### config.mk
export PLATFORM = sky130hd
export DESIGN_NAME = phy_tx_paralelo_serial
export DESIGN_NICKNAME = d
export VERILOG_FILES = /design/src/rtl/phy_pkg.sv /design/src/rtl/phy_tx_fifo.sv /design/src/rtl/phy_tx_paralelo_serial.sv
export SDC_FILE = /design/constraint.sdc
export NUM_CORES = 1
export LEC_CHECK = 0
export ABC_AREA = 1
export CORE_MARGIN = 1.5
export CORE_UTILIZATION = 45
export DETAILED_ROUTE_END_ITERATION = 16
export GPL_TIMING_DRIVEN = 0
export PLACE_DENSITY = 0.71
export SETUP_SLACK_MARGIN = 0.1
export SLEW_MARGIN = 40
export SYNTH_ARGS = -nofsm -noshare
export SYNTH_HDL_FRONTEND = slang
export SYNTH_SLANG_ARGS = --single-unit
### constraint.sdc
create_clock -name clk -period 2.75 [get_ports clk]
set_input_delay 0.4125 -clock clk [delete_from_list [all_inputs] [get_ports clk]]
set_output_delay 0.4125 -clock clk [all_outputs]
set_load 0.02 [all_outputs]
### src/rtl/phy_pkg.sv
// Shared PHY definitions: byte width, K28.5 comma byte and TX link state.
// Used by both the PHY TX serializer and the PHY RX.
package phy_pkg;

    localparam int DATA_W = 8;
    localparam logic [DATA_W-1:0] COMMA_BC = 8'hBC;

    typedef enum logic {
        SYNC,
        ACTIVE
    } tx_state_t;

endpackage

### src/rtl/phy_tx_fifo.sv
// Registered synchronous FIFO for the PHY TX byte input.
// DEPTH must be a power of two; no fall-through, reset flushes the contents.
module phy_tx_fifo
    import phy_pkg::*;
#(
    parameter int DW    = DATA_W,
    parameter int DEPTH = 4
) (
    input  logic          clk,
    input  logic          reset,
    input  logic          push,
    input  logic [DW-1:0] push_data,
    input  logic          pop,
    output logic [DW-1:0] pop_data,
    output logic          full,
    output logic          empty
);

    localparam int AW = $clog2(DEPTH);

    logic [DW-1:0] mem [DEPTH];
    logic [AW:0]   wr_ptr;
    logic [AW:0]   rd_ptr;

    // Extra pointer MSB distinguishes full from empty.
    assign empty    = (wr_ptr == rd_ptr);
    assign full     = (wr_ptr[AW] != rd_ptr[AW]) &&
                      (wr_ptr[AW-1:0] == rd_ptr[AW-1:0]);
    assign pop_data = mem[rd_ptr[AW-1:0]];

    always_ff @(posedge clk) begin
        if (push && !full) begin
            mem[wr_ptr[AW-1:0]] <= push_data;
        end
    end

    always_ff @(posedge clk) begin
        if (reset) begin
            wr_ptr <= '0;
            rd_ptr <= '0;
        end else begin
            if (push && !full) begin
                wr_ptr <= wr_ptr + 1'b1;
            end
            if (pop && !empty) begin
                rd_ptr <= rd_ptr + 1'b1;
            end
        end
    end

endmodule

### src/rtl/phy_tx_paralelo_serial.sv
// PHY TX: byte-to-serial MSB-first, comma preamble and idle fill.
// Optional input FIFO enabled by defining PHY_TX_FIFO_EN.
module phy_tx_paralelo_serial
    import phy_pkg::*;
#(
    parameter int SYNC_BC_COUNT = 4,
    parameter int FIFO_DEPTH    = 4
) (
    input  logic              clk,
    input  logic              reset,
    input  logic [DATA_W-1:0] data_in,
    input  logic              valid_in,
    output logic              ready_out,
    output logic              serial_out,
    output logic              byte_start,
    output logic              active_out
);

    localparam int CNT_W = (SYNC_BC_COUNT > 1) ? $clog2(SYNC_BC_COUNT) : 1;
    localparam logic [CNT_W-1:0] BC_LAST = CNT_W'(SYNC_BC_COUNT - 1);

    tx_state_t         state;
    tx_state_t         state_n;
    logic [CNT_W-1:0]  bc_cnt;
    logic [CNT_W-1:0]  bc_cnt_n;
    logic [2:0]        bit_cnt;
    logic [2:0]        bit_cnt_n;
    logic [DATA_W-1:0] cur;
    logic [DATA_W-1:0] cur_n;
    logic              boundary;
    logic              load_valid;
    logic [DATA_W-1:0] load_data;

    assign boundary = (bit_cnt == 3'd0);

`ifdef PHY_TX_FIFO_EN
    logic              fifo_full;
    logic              fifo_empty;
    logic              fifo_pop;
    logic [DATA_W-1:0] fifo_data;

    assign ready_out  = !fifo_full;
    assign fifo_pop   = (state == ACTIVE) && boundary && !fifo_empty;
    assign load_valid = !fifo_empty;
    assign load_data  = fifo_data;

    phy_tx_fifo #(
        .DW    (DATA_W),
        .DEPTH (FIFO_DEPTH)
    ) u_fifo (
        .clk       (clk),
        .reset     (reset),
        .push      (valid_in && !fifo_full),
        .push_data (data_in),
        .pop       (fifo_pop),
        .pop_data  (fifo_data),
        .full      (fifo_full),
        .empty     (fifo_empty)
    );
`else
    localparam int unused_fifo_depth = FIFO_DEPTH;

    assign ready_out  = (state == ACTIVE) && boundary;
    assign load_valid = valid_in;
    assign load_data  = data_in;
`endif

    always_comb begin
        state_n   = state;
        bc_cnt_n  = bc_cnt;
        bit_cnt_n = bit_cnt - 3'd1;
        cur_n     = cur;
        if (boundary) begin
            bit_cnt_n = 3'd7;
            unique case (state)
                SYNC: begin
                    cur_n    = COMMA_BC;
                    bc_cnt_n = bc_cnt + 1'b1;
                    if (bc_cnt == BC_LAST) begin
                        state_n = ACTIVE;
                    end
                end
                ACTIVE: begin
                    // No user byte available: keep the line busy with a comma.
                    cur_n = load_valid ? load_data : COMMA_BC;
                end
                default: begin
                    state_n = SYNC;
                end
            endcase
        end
    end

    always_ff @(posedge clk) begin
        if (reset) begin
            state      <= SYNC;
            bc_cnt     <= '0;
            bit_cnt    <= 3'd7;
            cur        <= COMMA_BC;
            serial_out <= 1'b0;
            byte_start <= 1'b0;
            active_out <= 1'b0;
        end else begin
            state      <= state_n;
            bc_cnt     <= bc_cnt_n;
            bit_cnt    <= bit_cnt_n;
            cur        <= cur_n;
            serial_out <= cur[bit_cnt];
            byte_start <= (bit_cnt == 3'd7);
            active_out <= (state_n == ACTIVE);
        end
    end

endmodule
### After elaboration in Yosys (flattened, before gate mapping)

Cells that the tools add are included.

| storage, ports and cells | value |
|---|---|
| register bits | 16 |
| bits of input ports | 11 |
| output and inout bits | 4 |
| word-level logic and storage cells | 22 |

| operators by class | value |
|---|---|
| $add $sub $neg | 2 |
| magnitude comparators | 1 |
| eq/ne operators | 2 |
| muxes and demuxes | 6 |
| bitwise logic cells | 1 |
| reductions and logical operators | 4 |

Operators with widths:

| operator | number |
|---|---|
| 8-bit one-hot mux with 2 select lines | 1 |
| 8-bit two-way mux | 1 |
| 3-bit by 4-bit < comparator with 1-bit output (second input constant) | 1 |
| 1-bit binary-select mux with 3-bit select | 1 |
| 3-bit equality test (second input constant) | 1 |
| 3-bit zero test | 1 |
| 1-bit two-way mux | 3 |
| 3-bit by 1-bit subtractor with 3-bit output (second input constant) | 1 |
| 2-bit by 1-bit adder with 2-bit output (second input constant) | 1 |
| 2-bit equality test (second input constant) | 1 |
| 2-bit AND reduction | 1 |
| 2-bit OR reduction | 1 |
| 1-bit logical AND | 1 |
| 1-bit NOT | 1 |

### Longest topological paths before layout

| logic depth | value |
|---|---|
| depth in word-level cells | 3 |
| depth in mapped cells | 7 |
| gate-level depth less buffers | 7 |

### Worst setup path after synthesis

OpenSTA, ideal clock, no wires.

| path | value |
|---|---|
| path kind | register -> output |
| start point | register bit_cnt[0] |
| end point | output port ready_out |
| arrival time | 0.907 ns |
| required time | 2.338 ns |
| slack | 1.431 ns |
| stages on the path, launching flop included | 5 |
| path buffers | 0 |
| path through | dfxtp_1 > inv_2 > ha_1 > nand2_4 > nor2_8 |

| on the way | value |
|---|---|
| cells in the longest elaborated chain, start to end | 2 |

Ends and longest elaborated chain:

| element | line | RTL |
|---|---|---|
| from (decl) | phy_tx_paralelo_serial.sv:26 | `logic [2:0] bit_cnt;` |
| from (signal assigned) | phy_tx_paralelo_serial.sv:106 | `bit_cnt <= bit_cnt_n;` |
| 3-bit zero test | phy_tx_paralelo_serial.sv:34 | `assign boundary = (bit_cnt == 3'd0);` |
| 1-bit logical AND | phy_tx_paralelo_serial.sv:63 | `assign ready_out = (state == ACTIVE) && boundary;` |
| to (decl) | phy_tx_paralelo_serial.sv:13 | `output logic ready_out,` |

Every way passes these cells.

### Worst setup path after layout

Same ends and word-level chain as after synthesis.

==> run metrics <==
final worst slack=0.474 ns; type of the setup path with the least slack=reg2out; synthesized netlist net count=104; Synth warnings=0; cell type with the largest total area after synthesis=sky130_fd_sc_hd__dfxtp_1; Worst Max-Slew Pin Slew=0.285 ns; async set-reset flop share out of synthesis=0; type of element launching the critical path=flip-flop; most repeated cell in the gate-level netlist after synthesis=sky130_fd_sc_hd__nand2_1; number of gates resized after CTS=0; ratio of total power to cell area=between 400 and 500 nW/µm²; core region area=1520 µm²; final-layout setup total negative slack=0 ns; row count=14; remaining routing DRC violations=0; share of power burned in the clock network=0.332; layer carrying the most global-route usage=met2; relative max-transition margin=0.810; required time at the endpoint of the critical path=2.34 ns; WL/cell=roughly 10 µm; P_int=~350 µW; Layout Cell Area excl Fill=~930 µm²; total number of H-tree levels=1; # hold bufs at CTS=0; worst vdd ir=327 µV; critical path capture point type=output pin; later-pin clock latency in the skew report=roughly 0.29 ns; power spent charging and discharging nets=105 µW; number of library cell types mapped by synthesis=22; Detailed Routing Iterations Pass 1=3; type of the tightest min-delay check=in2reg; die boundary height=43.6 µm; global route overflow=0; leakage power total=0.468 nW; Vias per Instance=slightly below 5; wire length of the first global-routing pass=2340 µm; layout cells sized above 1=0.170; placement-stage cell area=893 µm²; clock transition at the registers of the reported paths=0.09 ns; DRC marker count from the first detailed-route iteration=8; Routed Wire Length=1250 µm; total inserted antenna cells=0; average size of a mapped cell=roughly 8.4 µm²; vias in the first global route=613; final hold slack=0.358 ns; sequential power share=0.539; count of pins over their slew limit=0; Placed Cells incl. Taps=between 100 and 150; final hold violation count=0; Total Nets Final=about 120; share of the core filled with cells in the final layout=0.610; post-route minimum period=2.28 ns; largest net degree at the start of global routing=11; Routability Congestion=0.770; die outline area=about 1900 µm²; status=completed; largest cells by area after synthesis=sky130_fd_sc_hd__dfxtp_1 43%, sky130_fd_sc_hd__nand2_1 9.1%, sky130_fd_sc_hd__ha_1 6.7%; total of flip-flops plus latches after synthesis=16; area delta synth->final=25.1%; EDFF count, synth=0; Worst Skew=roughly 0.0073 ns; switching part of the total power=0.232; Cells after Synth=89; antenna violations before repair=0; top achievable clock speed=~440 MHz; I/O Pins=15; overall fraction of global-route tracks in use=0.165; Power, Total=454 µW; global-route track usage on met2=0.276; final std cells w/o fill=between 100 and 150; number of buffer cells added on primary ports=13; clock root buffer master=sky130_fd_sc_hd__clkbuf_4; arrival time of the worst setup path=1.86 ns; Post-DP HPWL=977 µm; starting utilization of the core area=0.488; met1 track demand over resource=0.193; worst setup slack before clock tree synthesis=0.774 ns; global routing usage on met3=0.0625; horizontal die dimension=approximately 44 µm; CTS Buffer Depth=2; area share of the largest cell type after synthesis=0.431; via count=597; setup repair after global routing missed its margin=no; fraction of power consumed by combinational cells=0.129; Mapped Area=743 µm²; post-detailed-route count of antenna-violating nets=0; clock sink count=16; Post-CTS Repair Setup Buffers=0; most numerous cell types in the synthesized netlist=18 x sky130_fd_sc_hd__nand2_1, 16 x sky130_fd_sc_hd__dfxtp_1, 11 x sky130_fd_sc_hd__inv_1; main flop type after synthesis=sky130_fd_sc_hd__dfxtp_1; sequential cell area fraction in the yosys report=0.431; number of clock buffers inserted by TritonCTS=3; reported max-cap violation count=0; period utilisation layout=0.828; critical path peak fanout=7; TritonCTS clock tree=done; count of endpoints failing setup in the final report=0
## layer usage
layer | up-vias | wire [µm]
li1 | 317 | -
met1 | 266 | 589
met2 | 10 | 582
met3 | 4 | 53
met4 | 0 | 23
met5 | - | 0
## power groups by stage
stage | Combinational (mW) | Clock [mW] | Sequential (mW)
final | 0.0584 | 0.151 | 0.245
after global placement | 0.0587 | 0 | 0.251
after detailed placement | 0.0590 | 0 | 0.250
after floorplan | 0.0293 | 0 | 0.254
after CTS | 0.0591 | 0.159 | 0.245
after global routing | 0.0657 | 0.169 | 0.246
## layout by cell type (no fill, tap or decap), types with 2 or more instances in the layout
master / instances
sky130_fd_sc_hd__nor3_1: 4
sky130_fd_sc_hd__o22ai_1: 2
sky130_fd_sc_hd__nand2_4: 3
sky130_fd_sc_hd__a22oi_1: 4
sky130_fd_sc_hd__clkbuf_4: 3
sky130_fd_sc_hd__ha_1: 4
sky130_fd_sc_hd__clkdlybuf4s50_1: 13
sky130_fd_sc_hd__nor2_1: 6
sky130_fd_sc_hd__nand3_1: 6
sky130_fd_sc_hd__dfxtp_1: 16
sky130_fd_sc_hd__nand2_1: 18
sky130_fd_sc_hd__inv_2: 4
sky130_fd_sc_hd__inv_1: 11
## critical path: stages, from the launching register on
cell,delay (ns)
sky130_fd_sc_hd__dfxtp_1,0.38
sky130_fd_sc_hd__inv_2,0.13
sky130_fd_sc_hd__ha_1,0.20
sky130_fd_sc_hd__nand2_4,0.10
sky130_fd_sc_hd__nor2_8,0.14
sky130_fd_sc_hd__clkdlybuf4s50_1,0.62
## registers in the layout, summed over array words and instances (netlist names)
signal / cells
bc_cnt: 2
bit_cnt: 3
byte_start: 1
cur: 8
serial_out: 1
state: 1
## path summary, 6_finish.rpt
check | from | depth (start not counted) | to | slack (ns)
max | bit_cnt[0] | 5 | ready_out | 0.47
min | reset | 2 | bc_cnt[1] | 0.36
max reg2reg | bit_cnt[0] | 6 | cur[4] | 1.40
min reg2reg | bc_cnt[1] | 2 | bc_cnt[1] | 0.48
## kinds of logic after synthesis
kind of cell,after synthesis,share of synthesized area
DFF,16,0.431
AOI/OAI and AO/OA,9,0.0825
adders and majority gates,4,0.0673
and+or+nand+nor,41,0.291
buffers and inverters,17,0.0943
xor gates and xnor gates,2,0.0337
## cell type report
type	instances	area, µm²
Fill cell	147	594
Buffer	1	7.51
Sequential cell	16	320
Clock buffer	4	36.3
Inverter	16	62.6
Timing Repair Buffer	13	130
Multi-Input combinational cell	56	353
Tap cell	16	20.0
Power figures use the tool's default switching activity.
